$ cat src/rtl/hesap_pkg.sv
// Shared definitions for the calculator arithmetic units: operation codes,
// the serial unit FSM states and the datapath widths.
package hesap_pkg;

    localparam logic [2:0] TUR_TOPLAMA = 3'b000;
    localparam logic [2:0] TUR_CIKARMA = 3'b001;

    localparam int VARSAYILAN_GENISLIK = 32;
    localparam int SONUC_GENISLIGI     = 64;

    typedef enum logic [1:0] {
        BOSTA   = 2'd0,
        HESAPLA = 2'd1,
        BITTI   = 2'd2
    } durum_t;

endpackage

$ cat src/rtl/cikarma_seri_tam_cikarici.sv
// Combinational 1-bit full subtractor: d = a - b - borrow_in with borrow out.
module tam_cikarici (
    input  logic a,
    input  logic b,
    input  logic borrow_in,
    output logic d,
    output logic borrow_out
);

    always_comb begin
        d          = a ^ b ^ borrow_in;
        borrow_out = (~a & b) | (~a & borrow_in) | (b & borrow_in);
    end

endmodule

$ cat src/rtl/cikarma_seri.sv
// Bit-serial two's complement subtractor (sonuc = sayi1 - sayi2), LSB first,
// reporting completion with the same hazir/gecerli/tasma handshake as the adder.
module cikarma_seri
    import hesap_pkg::*;
#(
    parameter int         GENISLIK = VARSAYILAN_GENISLIK,
    parameter logic [2:0] TUR_KODU = TUR_CIKARMA
) (
    input  logic                       clk,
    input  logic                       rst,
    input  logic                       basla,
    input  logic [2:0]                 tur,
    input  logic [GENISLIK-1:0]        sayi1,
    input  logic [GENISLIK-1:0]        sayi2,
    output logic [SONUC_GENISLIGI-1:0] sonuc,
    output logic                       tasma,
    output logic                       odunc,
    output logic                       hazir,
    output logic                       gecerli,
    output logic                       mesgul
);

    localparam int SW = $clog2(GENISLIK) + 1;
    localparam logic [SW-1:0] SON_BIT = SW'(GENISLIK - 1);

    durum_t                     durum_q, durum_d;
    logic [GENISLIK-1:0]        a_q, a_d;
    logic [GENISLIK-1:0]        b_q, b_d;
    logic [GENISLIK-1:0]        fark_q, fark_d;
    logic [GENISLIK-1:0]        fark_yeni;
    logic                       borrow_q, borrow_d;
    logic [SW-1:0]              sayac_q, sayac_d;
    logic                       msb1_q, msb1_d;
    logic                       msb2_q, msb2_d;
    logic [SONUC_GENISLIGI-1:0] sonuc_q, sonuc_d;
    logic                       tasma_q, tasma_d;
    logic                       odunc_q, odunc_d;
    logic                       hazir_q, hazir_d;
    logic                       gecerli_q, gecerli_d;
    logic                       mesgul_q, mesgul_d;

    logic fark_bit;
    logic borrow_cikis;

    tam_cikarici u_tam_cikarici (
        .a          (a_q[0]),
        .b          (b_q[0]),
        .borrow_in  (borrow_q),
        .d          (fark_bit),
        .borrow_out (borrow_cikis)
    );

    always_comb begin
        durum_d   = durum_q;
        a_d       = a_q;
        b_d       = b_q;
        fark_d    = fark_q;
        borrow_d  = borrow_q;
        sayac_d   = sayac_q;
        msb1_d    = msb1_q;
        msb2_d    = msb2_q;
        sonuc_d   = sonuc_q;
        tasma_d   = tasma_q;
        odunc_d   = odunc_q;
        hazir_d   = hazir_q;
        gecerli_d = gecerli_q;
        mesgul_d  = mesgul_q;
        fark_yeni = {fark_bit, fark_q[GENISLIK-1:1]};

        unique case (durum_q)
            BOSTA: begin
                if (basla && (tur == TUR_KODU)) begin
                    a_d       = sayi1;
                    b_d       = sayi2;
                    msb1_d    = sayi1[GENISLIK-1];
                    msb2_d    = sayi2[GENISLIK-1];
                    fark_d    = '0;
                    borrow_d  = 1'b0;
                    sayac_d   = '0;
                    mesgul_d  = 1'b1;
                    gecerli_d = 1'b0;
                    durum_d   = HESAPLA;
                end
            end
            HESAPLA: begin
                fark_d   = fark_yeni;
                a_d      = {1'b0, a_q[GENISLIK-1:1]};
                b_d      = {1'b0, b_q[GENISLIK-1:1]};
                borrow_d = borrow_cikis;
                sayac_d  = sayac_q + SW'(1);
                // The last bit publishes the whole result in the same edge,
                // so sonuc never shows a partially shifted difference.
                if (sayac_q == SON_BIT) begin
                    sonuc_d   = SONUC_GENISLIGI'($signed(fark_yeni));
                    odunc_d   = borrow_cikis;
                    tasma_d   = (msb1_q != msb2_q) && (fark_bit != msb1_q);
                    hazir_d   = 1'b1;
                    gecerli_d = 1'b1;
                    mesgul_d  = 1'b0;
                    durum_d   = BITTI;
                end
            end
            BITTI: begin
                hazir_d = 1'b0;
                durum_d = BOSTA;
            end
            default: begin
                durum_d = BOSTA;
            end
        endcase
    end

    always_ff @(posedge clk or posedge rst) begin
        if (rst) begin
            durum_q   <= BOSTA;
            a_q       <= '0;
            b_q       <= '0;
            fark_q    <= '0;
            borrow_q  <= 1'b0;
            sayac_q   <= '0;
            msb1_q    <= 1'b0;
            msb2_q    <= 1'b0;
            sonuc_q   <= '0;
            tasma_q   <= 1'b0;
            odunc_q   <= 1'b0;
            hazir_q   <= 1'b0;
            gecerli_q <= 1'b0;
            mesgul_q  <= 1'b0;
        end else begin
            durum_q   <= durum_d;
            a_q       <= a_d;
            b_q       <= b_d;
            fark_q    <= fark_d;
            borrow_q  <= borrow_d;
            sayac_q   <= sayac_d;
            msb1_q    <= msb1_d;
            msb2_q    <= msb2_d;
            sonuc_q   <= sonuc_d;
            tasma_q   <= tasma_d;
            odunc_q   <= odunc_d;
            hazir_q   <= hazir_d;
            gecerli_q <= gecerli_d;
            mesgul_q  <= mesgul_d;
        end
    end

    assign sonuc   = sonuc_q;
    assign tasma   = tasma_q;
    assign odunc   = odunc_q;
    assign hazir   = hazir_q;
    assign gecerli = gecerli_q;
    assign mesgul  = mesgul_q;

endmodule
$ cat config.mk
export PLATFORM = sky130hd
export DESIGN_NAME = cikarma_seri
export DESIGN_NICKNAME = d
export VERILOG_FILES = /design/src/rtl/hesap_pkg.sv /design/src/rtl/cikarma_seri_tam_cikarici.sv /design/src/rtl/cikarma_seri.sv
export SDC_FILE = /design/constraint.sdc
export NUM_CORES = 1
export LEC_CHECK = 0
export ABC_AREA = 1
export ABC_CLOCK_PERIOD_IN_PS = 5450
export BUFFER_PORTS_ARGS = -buffer_cell sky130_fd_sc_hd__buf_4
export CORE_MARGIN = 3
export CORE_UTILIZATION = 55
export CTS_BUF_LIST = sky130_fd_sc_hd__clkbuf_16
export DETAILED_ROUTE_END_ITERATION = 16
export PLACE_DENSITY_LB_ADDON = 0.3
export SKIP_LAST_GASP = 1
export SLEW_MARGIN = 20
export SYNTH_ARGS = -nofsm -noshare
export SYNTH_HDL_FRONTEND = slang
export SYNTH_HIERARCHICAL = 1
export SYNTH_SLANG_ARGS = --single-unit
$ cat constraint.sdc
create_clock -name clk -period 5.45 [get_ports clk]
set_input_delay 1.09 -clock clk [delete_from_list [all_inputs] [get_ports clk]]
set_output_delay 1.09 -clock clk [all_outputs]
set_load 0.02 [all_outputs]
==> results.md, run 1 <==
Run status:
- The flow ran to the end, and the final reports show no timing, DRC or antenna violations.

Finish:
- The share of cells above drive strength 1 is 19.8%.
- The fill cell total of the finished layout is 969.
- In the final layout, the multi-input gates occupy 2330 µm².
- The area growth from synthesis to layout is 20.8%.
- 0 antenna diodes ended up in the layout.
- The final layout contains 973 nets.
- The sequential standard cell area is 3580 µm².

Critical path:
- The critical path arrival is 1.63 ns.
- The buffers plus inverters on the worst setup path is 1.
- The delay of the slowest critical-path stage is 0.93 ns.
- The signal on the critical path passes through buf_4.
- For the worst setup path, the data required time is 4.36 ns.
- In this run the number of cells on the critical path is 1.
- In this run the worst path has a maximum fanout of 34.
- Grouping stages by cell kind, the critical path spends the most delay in flip-flops.
- The nature of the critical path endpoint is a primary output.
- The library cell contributing the largest single delay on the critical path is dfrtp_1.
- STA classifies the critical path startpoint as a register.
- The worst register-to-register path has a depth of 5.
- By startpoint and endpoint, the worst setup path is classified as reg -> out.

Timing:
- Measured against its own limit, the worst slew margin works out to 32.2%.
- Setup repair after global routing left no endpoint under its margin.
- Setup violations remaining at the end of the flow were counted as 0.
- The number of failing hold endpoints at the final stage was 0.
- The worst-case setup margin in the final layout is 2.73 ns.
- Dividing the final minimum period by the clock period gives 49.9%.
- The clock skew after layout is 0.00564 ns.
- The count of final max-slew check failures is 0.
- The highest achievable clock rate is 0.368 GHz.
- The smallest clock period supported by the final layout is computed as 2.72 ns.
- The transition time at the pin with the least slew margin is 1.02 ns.
- After routing, the total negative slack on setup checks comes to 0 ns.

Global routing:
- The overall track demand over capacity in global routing is 20.9%.
- The sum of overflow across all layers after global routing is 0.
- The global-route wire length before repair is 22.3 mm.
- The number of global-route vias before repair is 4995.
- The largest net degree at the start of global routing is 114.
- The initial antenna violation count is 0.

Clock network:
- After clock tree synthesis, the clock-pin slew on the worst setup and hold paths is 0.06 ns.
- TritonCTS built the clock tree.
- Once the clock tree was built, the setup fixing pass inserted 0 buffers.
- The buffer depth of the longest clock path is 2.
- Clock latency on the worst-skew pair, taken at its later pin, is 0.42 ns.
- The post-cts gate resize count is 0.
- The root cell of the clock tree is clkbuf_16.
- The number of hold buffers added after CTS was 0.
- The H-tree generated during clock tree synthesis spans 4 levels.
- Clock tree synthesis inserted a total of 17 buffers.
- The tree built by TritonCTS fans out to 143 sinks.

Floorplanning:
- The die is 115 µm tall.
- The core box area is 11600 µm².
- The width of the chip is 115 µm.
- The number of placed I/O pins is 139.
- The die footprint is 13300 µm².
- The initial standard-cell utilization of the core is 56.9%.
- The initialized floorplan defines 39 standard-cell rows.

Place:
- The sum of net half-perimeters after detailed placement is 7.99 mm.
- The number of buffers inserted by port buffering is 138.
- The final RePlAce weighted congestion is 0.813.
- The worst slack at placement is 2.51 ns.

Synthesis:
- The most common cell in the synthesized netlist is nand2_1.
- The async set-reset flop share out of synthesis is 100%.
- By area the synthesized netlist is led by dfrtp_1 (54%), nand2_1 (21%), nand3_1 (6.4%), o21ai_0 (5.6%), buf_4 (3.8%).
- For this run, the register share of the synthesized area comes to 54.4%.
- The total of warnings raised by yosys is 6.
- After synthesis, the largest area contributor takes up 54.4% of total cell area.
- After synthesis, the netlist uses 19 different library cells.
- When the netlist entered floorplanning its net count stood at 890.
- In the synthesized netlist, the cells that appear most often are nand2_1 (367), dfrtp_1 (143), nand3_1 (84).
- The average size of a mapped cell is 8.04 µm².
- The largest total area in the synthesized netlist belongs to dfrtp_1.
- The number of instances in the synthesized netlist is 818.
- Summing every instance area after synthesis gives 6580 µm².
- The count of flip-flops with a built-in enable after synthesis is 0.
- The flip-flop cell with the highest count after synthesis is dfrtp_1.
- Counting flops and latches in the post-synthesis netlist gives 143.

Detailed routing:
- The routed wire length per instance is 12.6 µm.
- The number of vias per cell after detailed routing is 5.04.
- For this run, design rule violations remaining after detail routing come to 0.
- The length of the first detailed-routing pass in iterations is 5.
- The final route contains 5328 vias.
- The sum of routed wire length over all layers is 13.3 mm.
- The post-route antenna net violation count is 0.
- The DRC marker count from the first detailed-route iteration is 356.

Min path:
- The number of cells on the worst hold path is 2.
- The min-delay analysis places its worst path in the category reg -> reg.

Pwr:
- In this run the static leakage power is 4.28 nW.
- The maximum vdd ir drop is 218 µV.
- The power density over the cells is 426 nW/µm².

Flow run:
- The reported max-cap violation count is 0.
where the power goes:
part | switching, mW | internal, mW
Combinational | 0.452 | 0.267
Clock | 0.425 | 0.707
Sequential | 0.167 | 1.36
Total | 1.04 | 2.34
area by class of cell:
type                       count  share of cell area, %
multi-input combinational    546                   29.4
timing repair buffer         144                   13.6
sequential                   143                   45.0
inverter                      49                   2.39
tap                          143                   2.25
clock buffer                  17                   5.36
clock inverter                15                   1.95
path summary, 6_finish.rpt:
| check | start | to | slack (ns) |
|---|---|---|---|
| worst max register to register | durum_q[1] | fark_q[28] | 3.14 |
| min in group asynchronous | rst | a_q[17] | 0.90 |
| worst min register to register | gecerli | gecerli | 0.48 |
| max in group asynchronous | rst | sonuc[22] | 3.60 |
| worst min-delay path | gecerli | gecerli | 0.48 |
| worst max-delay path | sonuc[31] | sonuc[42] | 2.73 |
flip-flops by register name, indices dropped and copies added (netlist names):
signal	cells
a_q	32
b_q	32
sonuc	32
fark_q	31
sayac_q	6
durum_q	2
borrow_q	1
gecerli	1
hazir	1
mesgul	1
msb1_q	1
msb2_q	1
odunc	1
tasma	1
cells by family after synthesis:
group / after synthesis / synth area share, %
flip-flops: 143 / 54.4
buffers and inverters: 129 / 10.2
AND/OR/NAND/NOR: 469 / 29.1
AO/OA/AOI/OAI: 75 / 5.75
adder cells (fa/ha/maj): 2 / 0.495
per-layer routing:
layer / track usage (%) / up-vias / share of wire, %
met1: 28.1 / 2454 / 45
met5: 0 / - / 0
li1: - / 2698 / -
met4: 8.61 / 0 / 1.6
met2: 33.3 / 160 / 46
met3: 4.58 / 16 / 6.6
layout by cell type, fill, tap and decap left out, types with 2 or more instances in the layout:
master,netlist,routed
clkinv_1,0,2
dfrtp_1,143,143
o21ai_0,74,74
buf_4,33,144
nor2_1,4,4
inv_1,46,48
nand3_1,84,83
clkbuf_16,0,17
nand4_1,9,9
clkinv_2,0,4
inv_2,3,2
nand3_2,1,2
nand2_1,367,367
bufinv_16,0,3
nor2_4,2,2
clkinvlp_4,0,3
stage by stage:
stage	total power, mW	hold slack (ns)	cell area (µm²)	utilization [%]	cells
after floorplan	2.08	0.453	6580	-	818
after global placement	2.23	0.461	7360	63.7	1025
after detailed placement	2.26	0.468	7360	63.7	1025
after CTS	3.41	0.479	7940	68.7	1057
after global routing	3.63	0.498	7940	68.7	1057
final	3.38	0.477	7940	68.7	1057
worst register-to-register path, delay by kind of cell, from the launching register on:
kind / cells / cell delay [ns]
AOI/OAI and AO/OA: 1 / 0.19
and+or+nand+nor: 2 / 0.92
buffers and inverters: 2 / 0.66
DFF: 1 / 0.40
No activity file was read; power rests on OpenSTA's default activity.
==> run 2, diff against run 1 <==
Settings changed: ABC_CLOCK_PERIOD_IN_PS 5450 to 2200, CORE_UTILIZATION 55 to 49.
Clock period 5.45 ns to 2.2 ns, I/O delays scaled along.
==> run 2 against run 1 <==
Against the previous run:
- die area grew 12%
- combinational power grew to 2.5 times the previous value
- register-to-register slack worse by 2.7 ns
- worst setup slack got worse by 2.3 ns
- sequential power up 150%
- power increased to 2.6 times the previous value
- first-iteration DRC count increased by 1.4%
- critical endpoint is now fark_q[29]
- largest cell class unchanged
- highest routed layer unchanged
==> results.md, run 2 (synthesis results as in run 1) <==
Timing:
- The max-slew headroom at the worst pin is 67.2%.
- Setup violations remaining at the end of the flow were counted as 0.
- The transition time at the pin with the least slew margin is 0.492 ns.
- The worst-case setup margin in the final layout is 0.464 ns.
- The count of final max-slew check failures came to 0.
- Adding up every negative setup slack in the final design gives 0 ns.
- The clock arrives with 0.00819 ns of skew.
- After layout, the minimum clock period comes to 1.74 ns.
- The number of failing hold endpoints at the final stage is 0.
- Derived from the worst setup path, the maximum achievable clock frequency is 0.576 GHz.
- Setup repair after global routing left no endpoint under its margin.
- The portion of the clock cycle consumed by the worst path in the final layout is 78.9%.

Clock network:
- The clock tree from TritonCTS is yes.
- CTS placed an instance of clkbuf_16 at the clock tree root.
- The buffer depth of the longest clock path is 2.
- The clock latency at the later pin of the worst-skew pair is 0.41 ns.
- CTS saw 143 sinks.
- After clock tree synthesis, the setup repair step added 0 buffers.
- The maximum level of the CTS H-tree is 4.
- The post-cts gate resize count is 0.
- The clock-pin slew on the worst setup and hold paths is 0.06 ns.
- The cts-stage hold buffer count is 0.
- In this run, CTS created clock tree buffers numbering 17.

Critical path:
- The nature of the critical path endpoint is a register.
- The slack of the worst reg-to-reg path is 0.46 ns.
- On the worst path, the slowest cell contributes a delay of 0.43 ns.
- In this run the critical register-to-register path is launched from durum_q[0].
- The number of cells on the worst reg-to-reg path is 5.
- The startpoint-to-endpoint class of the critical path is reg -> reg.
- The largest individual stage delay along the critical path comes from the cell dfrtp_1.
- Counting both buffers and inverters, the worst setup path holds a total of 1.
- The required time reported for the critical path endpoint is 2.47 ns.
- The reg-to-reg critical path endpoint is fark_q[29].
- Traced cell by cell, the critical path runs through nor2_4 > nand3_2 > nand2_2 > buf_4 > o21ai_0.
- STA classifies the critical path startpoint as a register.
- The critical path arrival is 2.00 ns.
- The family with the most delay on the worst path is simple AND/OR/NAND/NOR gates.
- Along the worst path, the maximum fanout reaches 47.
- Counting buffers and inverters, the worst setup path is 5 cells deep.
- The most critical setup path has its endpoint at fark_q[29].
- Tracing the worst setup path back leads to its startpoint at durum_q[0].

Finish:
- The count of inserted antenna diode cells is 0.
- The share of cells above drive strength 1 is 20.4%.
- The library cell used most frequently in the layout, excluding fill and tap cells, is nand2_1.
- The area growth from synthesis to layout is 24.1%.
- The final net count is 979.
- Leaving out fill and tap cells, the most frequent cells in the layout are nand2_1 (367), buf_4 (144), dfrtp_1 (143).
- The finished layout cell area is 8160 µm².
- Counting the fill cells in the layout gives 1125.
- At the end of the flow the core is filled with cells to 63.4%.

Pwr:
- In this run the power density over the cells is 1070 nW/µm².
- The maximum vdd ir drop is 559 µV.
- The leakage power is 4.37 nW.

Run status:
- The flow ran to the end, and the final reports show no timing, DRC or antenna violations.

Global routing:
- Entering global routing, the biggest net connects 85 pins.
- The overall track demand over capacity in global routing is 19.1%.
- The number of global-route vias before repair is 4924.
- The sum of overflow across all layers after global routing is 0.
- The initial antenna violation count was 0.
- The global-route wire length before repair is 22.9 mm.

Detailed routing:
- The post-route DRC violation count is 0.
- The sum of routed wire length over all layers is 13.5 mm.
- The routed wire length per instance is 12.4 µm.
- The overall via count from detail_route is 5356.
- The number of vias per cell after detailed routing is 4.90.
- The DRC marker count from the first detailed-route iteration is 361.
- The first detailed-routing pass ran for 5 iterations.
- The post-route antenna net violation count is 0.

Place:
- Before CTS, the worst setup slack after placement is 0.420 ns.
- The number of buffers inserted by port buffering is 138.
- The sum of net half-perimeters after detailed placement is 8.45 mm.
- The instance area at placement is 7520 µm².
- At the end of routability-driven placement, the weighted congestion stood at 0.752.

Floorplanning:
- The total area inside the core boundary comes to 12900 µm².
- The die is 122 µm tall.
- For this design the top-level I/O count stands at 139.
- The width of the chip is 122 µm.
- The initial utilization of the core area, before any placement, comes to 51.1%.
- The die footprint is 14800 µm².
- After floorplanning, the core was divided into 41 placement rows.

Flow run:
- The reported max-cap violation count is 0.

Min path:
- The worst hold path belongs to the class in -> async.
[run 2: changes by cell type in the layout (fill, tap and decap cells not counted), sizes merged]
| cell | change |
|---|---|
| bufinv | +2 |
| clkinvlp | -1 |
| inv | +3 |
| buf | +6 |
| clkinv | -4 |
[run 2: through the flow]
step                hold slack [ns]  instances  total power [mW]
floorplan                     0.453        818              5.16
global placement              0.461       1060              5.58
detailed placement            0.473       1060              5.65
CTS                           0.144       1092              8.81
global route                  0.162       1092              9.33
finish                        0.145       1092              8.72
[run 2: tightest hold or removal path, delay by kind of cell]
family / cells / cell delay [ns]
buffers and inverters: 3 / 0.50
[run 2: layer usage]
layer	track usage, %	vias up	wire, µm
li1	-	2721	-
met1	27.7	2467	6370
met2	28.9	160	6170
met3	4.69	8	845
met4	5.11	0	104
met5	0	-	0
[run 2: power breakdown]
part	internal, mW	leakage (nW)	switching, mW
Clock	2.01	0.320	1.10
Sequential	3.37	1.70	0.412
Combinational	0.699	2.35	1.13
[run 2: worst min-delay path by stage]
stage                from    endpoint  depth (start not counted)
2_1_floorplan  fark_q[11]  fark_q[10]                          2
3_3_place_gp    fark_q[2]   fark_q[1]                          2
3_5_place_dp    fark_q[2]   fark_q[1]                          2
4_1_cts               rst   fark_q[8]                          3
5_1_grt               rst     a_q[14]                          3
6_report              rst     a_q[14]                          3
[run 2: final cells by class]
class	count	area [µm²]	area share, %
clock buffer	17	425	5.21
clock inverter	15	216	2.65
inverter	49	189	2.32
multi-input combinational	546	2330	28.6
sequential	143	3580	43.9
tap	172	215	2.64
timing repair buffer	150	1200	14.7
